===== config.mk =====
export PLATFORM = sky130hd
export DESIGN_NAME = fir_output_decimator
export DESIGN_NICKNAME = d
export VERILOG_FILES = /design/src/rtl/fir_output_decimator.sv
export SDC_FILE = /design/constraint.sdc
export NUM_CORES = 1
export LEC_CHECK = 0
export CORE_ASPECT_RATIO = 1.4
export CORE_MARGIN = 4
export CORE_UTILIZATION = 39
export CTS_BUF_LIST = sky130_fd_sc_hd__clkbuf_4 sky130_fd_sc_hd__clkbuf_8
export CTS_CLUSTER_SIZE = 40
export DETAILED_ROUTE_END_ITERATION = 10
export PLACE_DENSITY = 0.7
export RECOVER_POWER = 50
export SETUP_SLACK_MARGIN = 0.4
export SYNTH_ARGS = -nofsm -noshare
export SYNTH_HDL_FRONTEND = slang
export SYNTH_SLANG_ARGS = --single-unit

===== constraint.sdc =====
create_clock -name clk -period 2.3 [get_ports clk]
set_input_delay 0.46 -clock clk [delete_from_list [all_inputs] [get_ports clk]]
set_output_delay 0.46 -clock clk [all_outputs]
set_load 0.05 [all_outputs]

===== src/rtl/fir_output_decimator.sv =====
// Decimating, scaling and saturating output stage for fir_filter with a valid/ready FIFO.
// Optional build macro FIR_DECIM_ROUND_EN selects round-half-up before the shift (default truncates).
module fir_output_decimator #(
  parameter int IN_W  = 32,
  parameter int OUT_W = 16,
  parameter int DECIM = 4,
  parameter int SHIFT = 0,
  parameter int DEPTH = 8
) (
  input  logic                       clk,
  input  logic                       reset,
  input  logic signed [IN_W-1:0]     in_data,
  input  logic                       in_valid,
  output logic signed [OUT_W-1:0]    out_data,
  output logic                       out_valid,
  input  logic                       out_ready,
  output logic [$clog2(DEPTH):0]     level,
  output logic                       overflow
);

  localparam int AW = $clog2(DEPTH);
  localparam int PW = (DECIM > 1) ? $clog2(DECIM) : 1;
  localparam logic [PW-1:0] PH_LAST = PW'(DECIM - 1);
  localparam logic [AW:0]   LVL_FULL = (AW + 1)'(DEPTH);

  // Saturation bounds held at IN_W+1 bits so they compare directly with the shifted value.
  localparam logic signed [IN_W:0] MAX_V = {{(IN_W - OUT_W + 2){1'b0}}, {(OUT_W - 1){1'b1}}};
  localparam logic signed [IN_W:0] MIN_V = {{(IN_W - OUT_W + 2){1'b1}}, {(OUT_W - 1){1'b0}}};

  logic [PW-1:0]           phase;
  logic [AW-1:0]           wr_ptr;
  logic [AW-1:0]           rd_ptr;
  logic signed [OUT_W-1:0] mem [DEPTH];
  logic signed [IN_W:0]    ext;
  logic signed [IN_W:0]    shifted;
  logic signed [OUT_W-1:0] sat;
  logic                    kept;
  logic                    full;
  logic                    pop;
  logic                    push;

`ifdef FIR_DECIM_ROUND_EN
  localparam logic signed [IN_W:0] RND =
    (SHIFT > 0) ? ((IN_W + 1)'(1) << ((SHIFT > 0) ? SHIFT - 1 : 0)) : '0;
`endif

  always_comb begin
`ifdef FIR_DECIM_ROUND_EN
    ext = {in_data[IN_W-1], in_data} + RND;
`else
    ext = {in_data[IN_W-1], in_data};
`endif
    shifted = ext >>> SHIFT;
    if (shifted > MAX_V)
      sat = {1'b0, {(OUT_W - 1){1'b1}}};
    else if (shifted < MIN_V)
      sat = {1'b1, {(OUT_W - 1){1'b0}}};
    else
      sat = shifted[OUT_W-1:0];
  end

  always_comb begin
    kept      = in_valid && (phase == '0);
    full      = (level == LVL_FULL);
    out_valid = (level != '0);
    pop       = out_valid && out_ready;
    push      = kept && (!full || pop);
    out_data  = mem[rd_ptr];
  end

  always_ff @(posedge clk or negedge reset) begin
    if (!reset) begin
      phase    <= '0;
      wr_ptr   <= '0;
      rd_ptr   <= '0;
      level    <= '0;
      overflow <= 1'b0;
      for (int unsigned i = 0; i < DEPTH; i++) mem[i] <= '0;
    end else begin
      if (in_valid) phase <= (phase == PH_LAST) ? '0 : phase + 1'b1;
      if (push) begin
        mem[wr_ptr] <= sat;
        wr_ptr      <= wr_ptr + 1'b1;
      end
      if (pop) rd_ptr <= rd_ptr + 1'b1;
      if (push && !pop)
        level <= level + 1'b1;
      else if (pop && !push)
        level <= level - 1'b1;
      if (kept && !push) overflow <= 1'b1;
    end
  end

endmodule


== Word-level counts from Yosys, hierarchy flattened ==
Index checks and enable logic that the tools add are counted.
Storage, ports and cells
  register bits after elaboration: 141
Operators by class
  add/sub/neg operators: 5
  magnitude comparators: 5
  equal/unequal tests: 2
  mux-type cells: 11
  bitwise logic cells: 2
  reduce and logical (&&, ||, !) cells: 14
Operators by type and width (number)
  bitwise mux 128 bit: 1
  two-way mux 16 bit: 5
  binary-select mux 16 bit (select 3 bit): 1
  demux 16 bit (select 3 bit): 1
  greater-than comparator 32 x 16 -> 1 bit, second input constant: 1
  < comparator 32 x 16 -> 1 bit, second input constant: 1
  >= comparator 4 bit, second input constant: 2
  two-way mux 4 bit: 2
  inverter 3 -> 4 bit: 2
  logical AND 1 bit: 7
  adder 3 x 1 -> 3 bit, second input constant: 2
  adder 4 x 1 -> 4 bit, second input constant: 1
  == test 4 bit, second input constant: 1
  < comparator 4 x 1 -> 1 bit, second input constant: 1
  nonzero test 4 bit: 1
  subtractor 4 x 1 -> 4 bit, second input constant: 1
  zero test 1 bit: 3
  adder 2 x 1 -> 2 bit, second input constant: 1
  == test 2 bit, second input constant: 1
  zero test 2 bit: 1
  two-way mux 2 bit: 1
  nonzero test 2 bit: 1
  logical OR 1 bit: 1

== Longest topological paths before layout ==
Gate-level depths: netlist of run 1.
  depth in word-level cells: 8
  gate-level depth with buffers: 11
  gate-level depth less buffers: 11

== Least setup slack after synthesis of run 1 ==
No wires, ideal clock.
  kind: reg2reg
  from: register level[0]
  to: register level[3]
  setup time: 0.141 ns
  arrival time: 2.920 ns
  slack: -0.762 ns
  stages on the path, launching flop included: 12
  path buffers: 1
  period minus slack after synthesis: 3.062 ns
  cell sequence: dfrtp_1 > nor3_2 > buf_4 > nand2b_1 > nand2_1 > ha_1 > inv_1 > ha_1 > a21o_1 > a21oi_1 > mux2i_1 > xnor2_1
On the way
  longest elaborated chain between the ends: 7
  elaborated cells on any way between the ends: 15
RTL lines
  start, declared: line 17  | output logic [$clog2(DEPTH):0] level,
  start signal, assigned: line 87  | level <= level + 1'b1;
  start signal, assigned: line 89  | level <= level - 1'b1;
  nonzero test 4 bit (*): line 65  | out_valid = (level != '0);
  named net out_valid: line 15  | output logic out_valid,
  logical AND 1 bit (*): line 66  | pop = out_valid && out_ready;
  logical OR 1 bit: line 67  | push = kept && (!full || pop);
  logical AND 1 bit: line 67
  zero test 1 bit: line 88  | else if (pop && !push)
  logical AND 1 bit: line 88
  nonzero test 2 bit (no line)
The timed path passes the listed nets; every way through them passes the cells marked *. The select of a mux whose other input is x is not followed.
A chain may end at the register's enable or synchronous reset.

== Worst setup path after layout of run 1 ==
  from: register rd_ptr[0]
  to: output out_data[5]
On the way
  longest elaborated chain between the ends: 4
RTL lines
  start, declared: line 32  | logic [AW-1:0] rd_ptr;
  start signal, assigned: line 85  | if (pop) rd_ptr <= rd_ptr + 1'b1;
  inverter 3 -> 4 bit (not written as such): line 68  | out_data = mem[rd_ptr];
  binary-select mux 16 bit (select 3 bit): line 68
  two-way mux 16 bit (not written as such) (2 in a row): line 68
  end, declared: line 14  | output logic signed [OUT_W-1:0] out_data,
Every way passes these cells. The select of a mux whose other input is x is not followed.

==> results.sh, run 1 <==
export IMPL_initial_core_util_pct=40.0
export IMPL_cp_required_ps=1840
export IMPL_cpLargestDelayFamily="multiplexers"
export IMPL_slew_viol_final=142
export IMPL_insertion_delay_ps=460
export IMPL_fmax_mhz=386
export IMPL_cts_max_level=4
export IMPL_track_usage_pct=20.2
export IMPL_die_area_mm2=0.0188
export IMPL_skew_ps=12.6
export IMPL_start_kind="flip-flop"
export IMPL_fin_cells=888
export IMPL_yosysWarnings=0
export IMPL_drive_above_1_share_pct=44.1
export IMPL_fin_crit_ps=2590
export IMPL_viasPerCell=5.73
export IMPL_vdd_drop_max_mv=0.728
export IMPL_seqPwrFrac_pct=31.6
export IMPL_fin_area_mm2=0.00898
export IMPL_cts_made_buffers=17
export IMPL_async_flop_share_pct=100
export IMPL_worstMarginPinSlew_ps=1940
export IMPL_timing_hold_violations_final=0
export IMPL_portBuffers=57
export IMPL_total_power_mw=14.5
export IMPL_layout_common_cells="dfrtp_1, nor2_1, a21oi_1, a21oi_2, buf_4"
export IMPL_violations="capacitance limit, slew limit, setup timing"
export IMPL_place_congestion=0.790
export IMPL_power_switching_mw=5.88
export IMPL_drc_errors=0
export IMPL_path_max_fanout=5
export IMPL_slowest_stage="mux4_2"
export IMPL_antenna_found_initial=0
export IMPL_pwr_density_cell_mw_per_mm2=1620
export IMPL_drt_initial_drc_count=397
export IMPL_io_pins=58
export IMPL_p_int_mw=8.67
export IMPL_maxCapViolCount=1
export IMPL_die_h_um=161
export IMPL_wl_per_cell_um=21.5
export IMPL_yosysSeqAreaShare_pct=54.3
export IMPL_crit_chain="buf_12 > buf_16 > mux4_2 > mux2_4 > buf_6"
export IMPL_ctsHoldBuffers=0
export IMPL_fin_setup_tns_ps=-3980
export IMPL_clock_sinks=141
export IMPL_synthesis_area_mm2=0.00649
export IMPL_ant_nets=0
export IMPL_cp_buffers_inverters=3
export IMPL_die_w_um=117
export IMPL_grt_pass1_wl_mm=28.6
export IMPL_synth_edff_count=0
export IMPL_fillers=1296
export IMPL_p_sw_share_pct=40.4
export IMPL_cts_tree="yes"
export IMPL_placed_cells=826
export IMPL_firstDrtPassIters=5
export IMPL_cp_end_kind="primary output"
export IMPL_arrival_ps=2130
export IMPL_grt_max_degree=142
export IMPL_ys_types=35
export IMPL_relSlewSlack_pct=-29.6
export IMPL_syn_num_nets=602
export IMPL_dr_total_vias=5090
export IMPL_diodes=0
export IMPL_setup_viol=16
export IMPL_holdWs_ps=485
export IMPL_finalWorstSetupSlack_ps=-288
export IMPL_fp_coreArea_mm2=0.0162
export IMPL_synthCells=558
export IMPL_crit_path_max_incr_delay_ps=490
export IMPL_clockBufferDepth=2
export IMPL_status="finished, violations left"
export IMPL_final_common_cell="dfrtp_1"
export IMPL_area_growth_pct=38.3
export IMPL_cts_clk_slew_worst_paths_ps=80
export IMPL_grt_ovfl_total=0
export IMPL_placed_area_mm2=0.00766
export IMPL_row_count=55
export IMPL_period_share_pct=113
export IMPL_p_leak_nw=3.72
export IMPL_wl_mm=19.1
export IMPL_fin_util_pct=55.3
export IMPL_cts_root_buffer="clkbuf_8"
export IMPL_first_global_vias=5322
export IMPL_crit_type="reg -> out"
export IMPL_final_nets=720
export IMPL_syn_avg_cell_area_um2=11.6
export IMPL_hp_class="reg -> reg"
export IMPL_dpl_worst_slack_ps=-183
export IMPL_dp_hpwl_mm=11.6
export IMPL_power_frac_clock_pct=13.8
export IMPL_rsz0062_at_grt="yes"
export IMPL_ys_flop_type="dfrtp_1"
export IMPL_pwr_share_comb_pct=54.5
export IMPL_ys_seq_elements=141
==> layout make-up <==
cell class / instances / area (µm²) / share of cell area, %
Clock buffer: 19 / 262 / 2.91
Sequential cell: 141 / 3540 / 39.4
Inverter: 4 / 20.0 / 0.223
Timing Repair Buffer: 130 / 1470 / 16.4
Tap cell: 199 / 249 / 2.77
Multi-Input combinational cell: 382 / 3300 / 36.7
Clock inverter: 13 / 141 / 1.57
==> timing repair <==
item	4_1_cts	5_1_grt
setup endpoints to repair	76	148
pin swaps	6	22
buffers inserted	12	11
cloned	4	3
resized for setup	40	132
==> power groups by stage <==
stage,sequential (mW),clock [mW],combinational [mW]
2_1_floorplan,4.41,0,5.14
3_3_place_gp,4.44,0,6.58
3_5_place_dp,4.58,0,6.77
4_1_cts,4.52,2.04,7.40
5_1_grt,4.74,2.15,8.49
6_report,4.60,2.01,7.94
==> worst paths after layout <==
path | depth (start not counted) | slack [ps] | startpoint | end
min | 1 | 480 | overflow | overflow
max | 5 | -290 | rd_ptr[0] | out_data[5]
min reg2reg | 1 | 480 | overflow | overflow
max in group asynchronous | 2 | 420 | reset | rd_ptr[0]
min in group asynchronous | 2 | 590 | reset | phase[0]
max reg2reg | 10 | 150 | level[1] | level[3]
==> synth_stat cells (all sizes together), types with 5 or more instances <==
library cell	n	area (µm²)
nand4	5	31.3
a211oi	6	75.1
dfrtp	141	3530
buf	27	194
mux4	32	721
ha	7	87.6
clkbuf	6	22.5
a21oi	122	611
xnor2	6	52.6
nand2	21	78.8
nor2	123	462
and2b	8	67.6
mux2	27	304
==> state kept, by name (all words and copies together) (netlist names) <==
name,cells
phase,2
wr_ptr,3
level,4
overflow,1
mem,128
rd_ptr,3
==> metal layers <==
metal,share of wire [%],wire length (µm),global-route usage (%)
met2,53,10100,35.0
met4,4.1,789,7.56
met3,6.8,1290,4.79
met5,0,0,0
met1,36,6890,24.0
==> logic make-up after synthesis <==
group                      share of synthesized area, %
adders and majority gates                          1.66
buffers and inverters                              3.56
and+or+nand+nor                                    11.1
AOI/OAI and AO/OA                                  12.5
DFF                                                54.3
xor gates and xnor gates                          0.944
muxes                                              15.9
Note: power is estimated with default switching activity, not from simulation.
==> inputs of run 2 (changes only) <==
--- a/config.mk
+++ b/config.mk
@@ -7,11 +7,11 @@
 export LEC_CHECK = 0
 export CORE_ASPECT_RATIO = 1.4
 export CORE_MARGIN = 4
-export CORE_UTILIZATION = 39
+export CORE_UTILIZATION = 54
 export CTS_BUF_LIST = sky130_fd_sc_hd__clkbuf_4 sky130_fd_sc_hd__clkbuf_8
 export CTS_CLUSTER_SIZE = 40
 export DETAILED_ROUTE_END_ITERATION = 10
-export PLACE_DENSITY = 0.7
+export PLACE_DENSITY = 0.88
 export RECOVER_POWER = 50
 export SETUP_SLACK_MARGIN = 0.4
 export SYNTH_ARGS = -nofsm -noshare
==> run 2 against run 1 <==
  * Cell count fell by 4.2%
  * Fmax down 2.4%
  * Sequential share of layout area is 1.9 points lower
  * Largest power group unchanged
  * Critical path type unchanged
  * Clock-buffer cell count rose by 7
  * Hold slack got worse by 1.2 ps
  * Setup slack got worse by 63 ps
  * Wire length is 26% higher
  * The run still ends with capacitance limit, slew limit, setup timing left
  * Die area fell by 26%
  * Global-route usage is 7.4 points higher
==> results.sh, run 2 (synthesized netlist as in run 1, its figures left out) <==
export IMPL_slew_viol_final=63
export IMPL_r2r_slack_ps=200
export IMPL_final_nets=735
export IMPL_cts_max_level=4
export IMPL_initial_core_util_pct=54.9
export IMPL_period_share_pct=115
export IMPL_fmax_mhz=377
export IMPL_hold_depth=1
export IMPL_drt_initial_drc_count=531
export IMPL_setup_viol=16
export IMPL_min_from="overflow"
export IMPL_pwr_density_cell_mw_per_mm2=1680
export IMPL_dpl_worst_slack_ps=-202
export IMPL_skew_ps=8.38
export IMPL_die_w_um=101
export IMPL_largest_register_ffs=128
export IMPL_area_growth_pct=45.1
export IMPL_cp_end_kind="primary output"
export IMPL_fin_crit_ps=2650
export IMPL_diodes=0
export IMPL_arrival_ps=2190
export IMPL_dr_total_vias=5678
export IMPL_path_max_fanout=6
export IMPL_cts_clk_slew_worst_paths_ps=80
export IMPL_holdWs_ps=484
export IMPL_violations="capacitance limit, slew limit, setup timing"
export IMPL_hp_class="reg -> reg"
export IMPL_rr_worst_depth=10
export IMPL_grt_max_degree=80
export IMPL_p_leak_nw=3.88
export IMPL_cp_required_ps=1840
export IMPL_layout_common_cells="dfrtp_1, nor2_1, a21oi_2, buf_4, clkdlybuf4s50_1"
export IMPL_start_kind="flip-flop"
export IMPL_row_count=47
export IMPL_viasPerCell=6.67
export IMPL_timing_hold_violations_final=0
export IMPL_ant_nets=0
export IMPL_final_common_cell="dfrtp_1"
export IMPL_grt_pass1_wl_mm=28.8
export IMPL_cts_root_buffer="clkbuf_8"
export IMPL_track_usage_pct=27.6
export IMPL_die_h_um=138
export IMPL_die_area_mm2=0.0139
export IMPL_firstDrtPassIters=5
export IMPL_reg_top3="mem x128, level x4"
export IMPL_portBuffers=57
export IMPL_vdd_drop_max_mv=1.39
export IMPL_cts_made_buffers=17
export IMPL_dp_hpwl_mm=12.1
export IMPL_maxCapViolCount=1
export IMPL_fp_coreArea_mm2=0.0118
export IMPL_clockBufferDepth=2
export IMPL_relSlewSlack_pct=-5.31
export IMPL_wl_per_cell_um=28.3
export IMPL_wl_mm=24.1
export IMPL_drc_errors=0
export IMPL_cts_tree="yes"
export IMPL_reg2reg_from="level[1]"
export IMPL_cp_startpoint="rd_ptr[0]"
export IMPL_status="finished, violations left"
export IMPL_worstMarginPinSlew_ps=1580
export IMPL_drive_above_1_share_pct=53.1
export IMPL_finalWorstSetupSlack_ps=-351
export IMPL_grt_ovfl_total=0
export IMPL_place_congestion=0.889
export IMPL_regMostFlops="mem"
export IMPL_clock_sinks=141
export IMPL_rsz0062_at_grt="yes"
export IMPL_first_global_vias=5672
export IMPL_antenna_found_initial=0
export IMPL_insertion_delay_ps=450
export IMPL_io_pins=58
export IMPL_crit_type="reg -> out"
[run 2: power by group]
| part | leakage (nW) | switching (mW) | internal (mW) |
|---|---|---|---|
| clock | 0.223 | 0.949 | 1.17 |
| combinational | 2.01 | 4.78 | 4.21 |
| sequential | 1.65 | 0.978 | 3.74 |
| total | 3.88 | 6.70 | 9.12 |
[run 2: what timing repair did]
item	in CTS	in global routing
buffers inserted	11	18
resized for setup	37	212
hold endpoints to repair	5	0
endpoints found under the setup margin	110	148
hold buffers	1	0
cloned	1	10
pin swaps	10	77
[run 2: worst paths after layout]
kind | end
worst max-delay path | out_data[14]
worst min-delay path | overflow
worst max register to register | level[3]
worst min register to register | overflow
max in group asynchronous | wr_ptr[2]
min in group asynchronous | level[1]
[run 2: critical path, stage by stage, from the launching register on]
cell and delay (ps):
dfrtp_2 380, buf_12 140, buf_12 140, mux4_2 580
mux2_4 330, buf_6 160
[run 2: final cells by class]
cell class              count  area, µm²
clock inverters             6       80.1
fillers                   575       2390
repair buffers            145       1680
multi-input cells         382       3580
flip-flops and latches    141       3540
inverters                   4       17.5
well taps                 147        184
clock buffers              26        339
[run 2: metrics by stage]
step | cells | instance area [µm²] | setup TNS (ps) | utilization, % | power (mW)
after floorplan | 558 | 6670 | -57.3 | - | 9.55
after global placement | 778 | 7650 | -163 | 64.7 | 11.0
after detailed placement | 778 | 7650 | -313 | 64.7 | 11.5
after CTS | 823 | 8270 | -3950 | 69.9 | 14.0
after global routing | 851 | 9430 | -5010 | 79.7 | 16.4
final | 851 | 9430 | -4150 | 79.7 | 15.8
[run 2: layer usage]
| metal | vias up | track usage [%] | wire length [µm] |
|---|---|---|---|
| li1 | 2249 | - | - |
| met1 | 2828 | 32.2 | 7900 |
| met2 | 425 | 46.8 | 11500 |
| met3 | 176 | 7.80 | 2360 |
| met4 | 0 | 12.8 | 2340 |
| met5 | - | 0 | 0 |
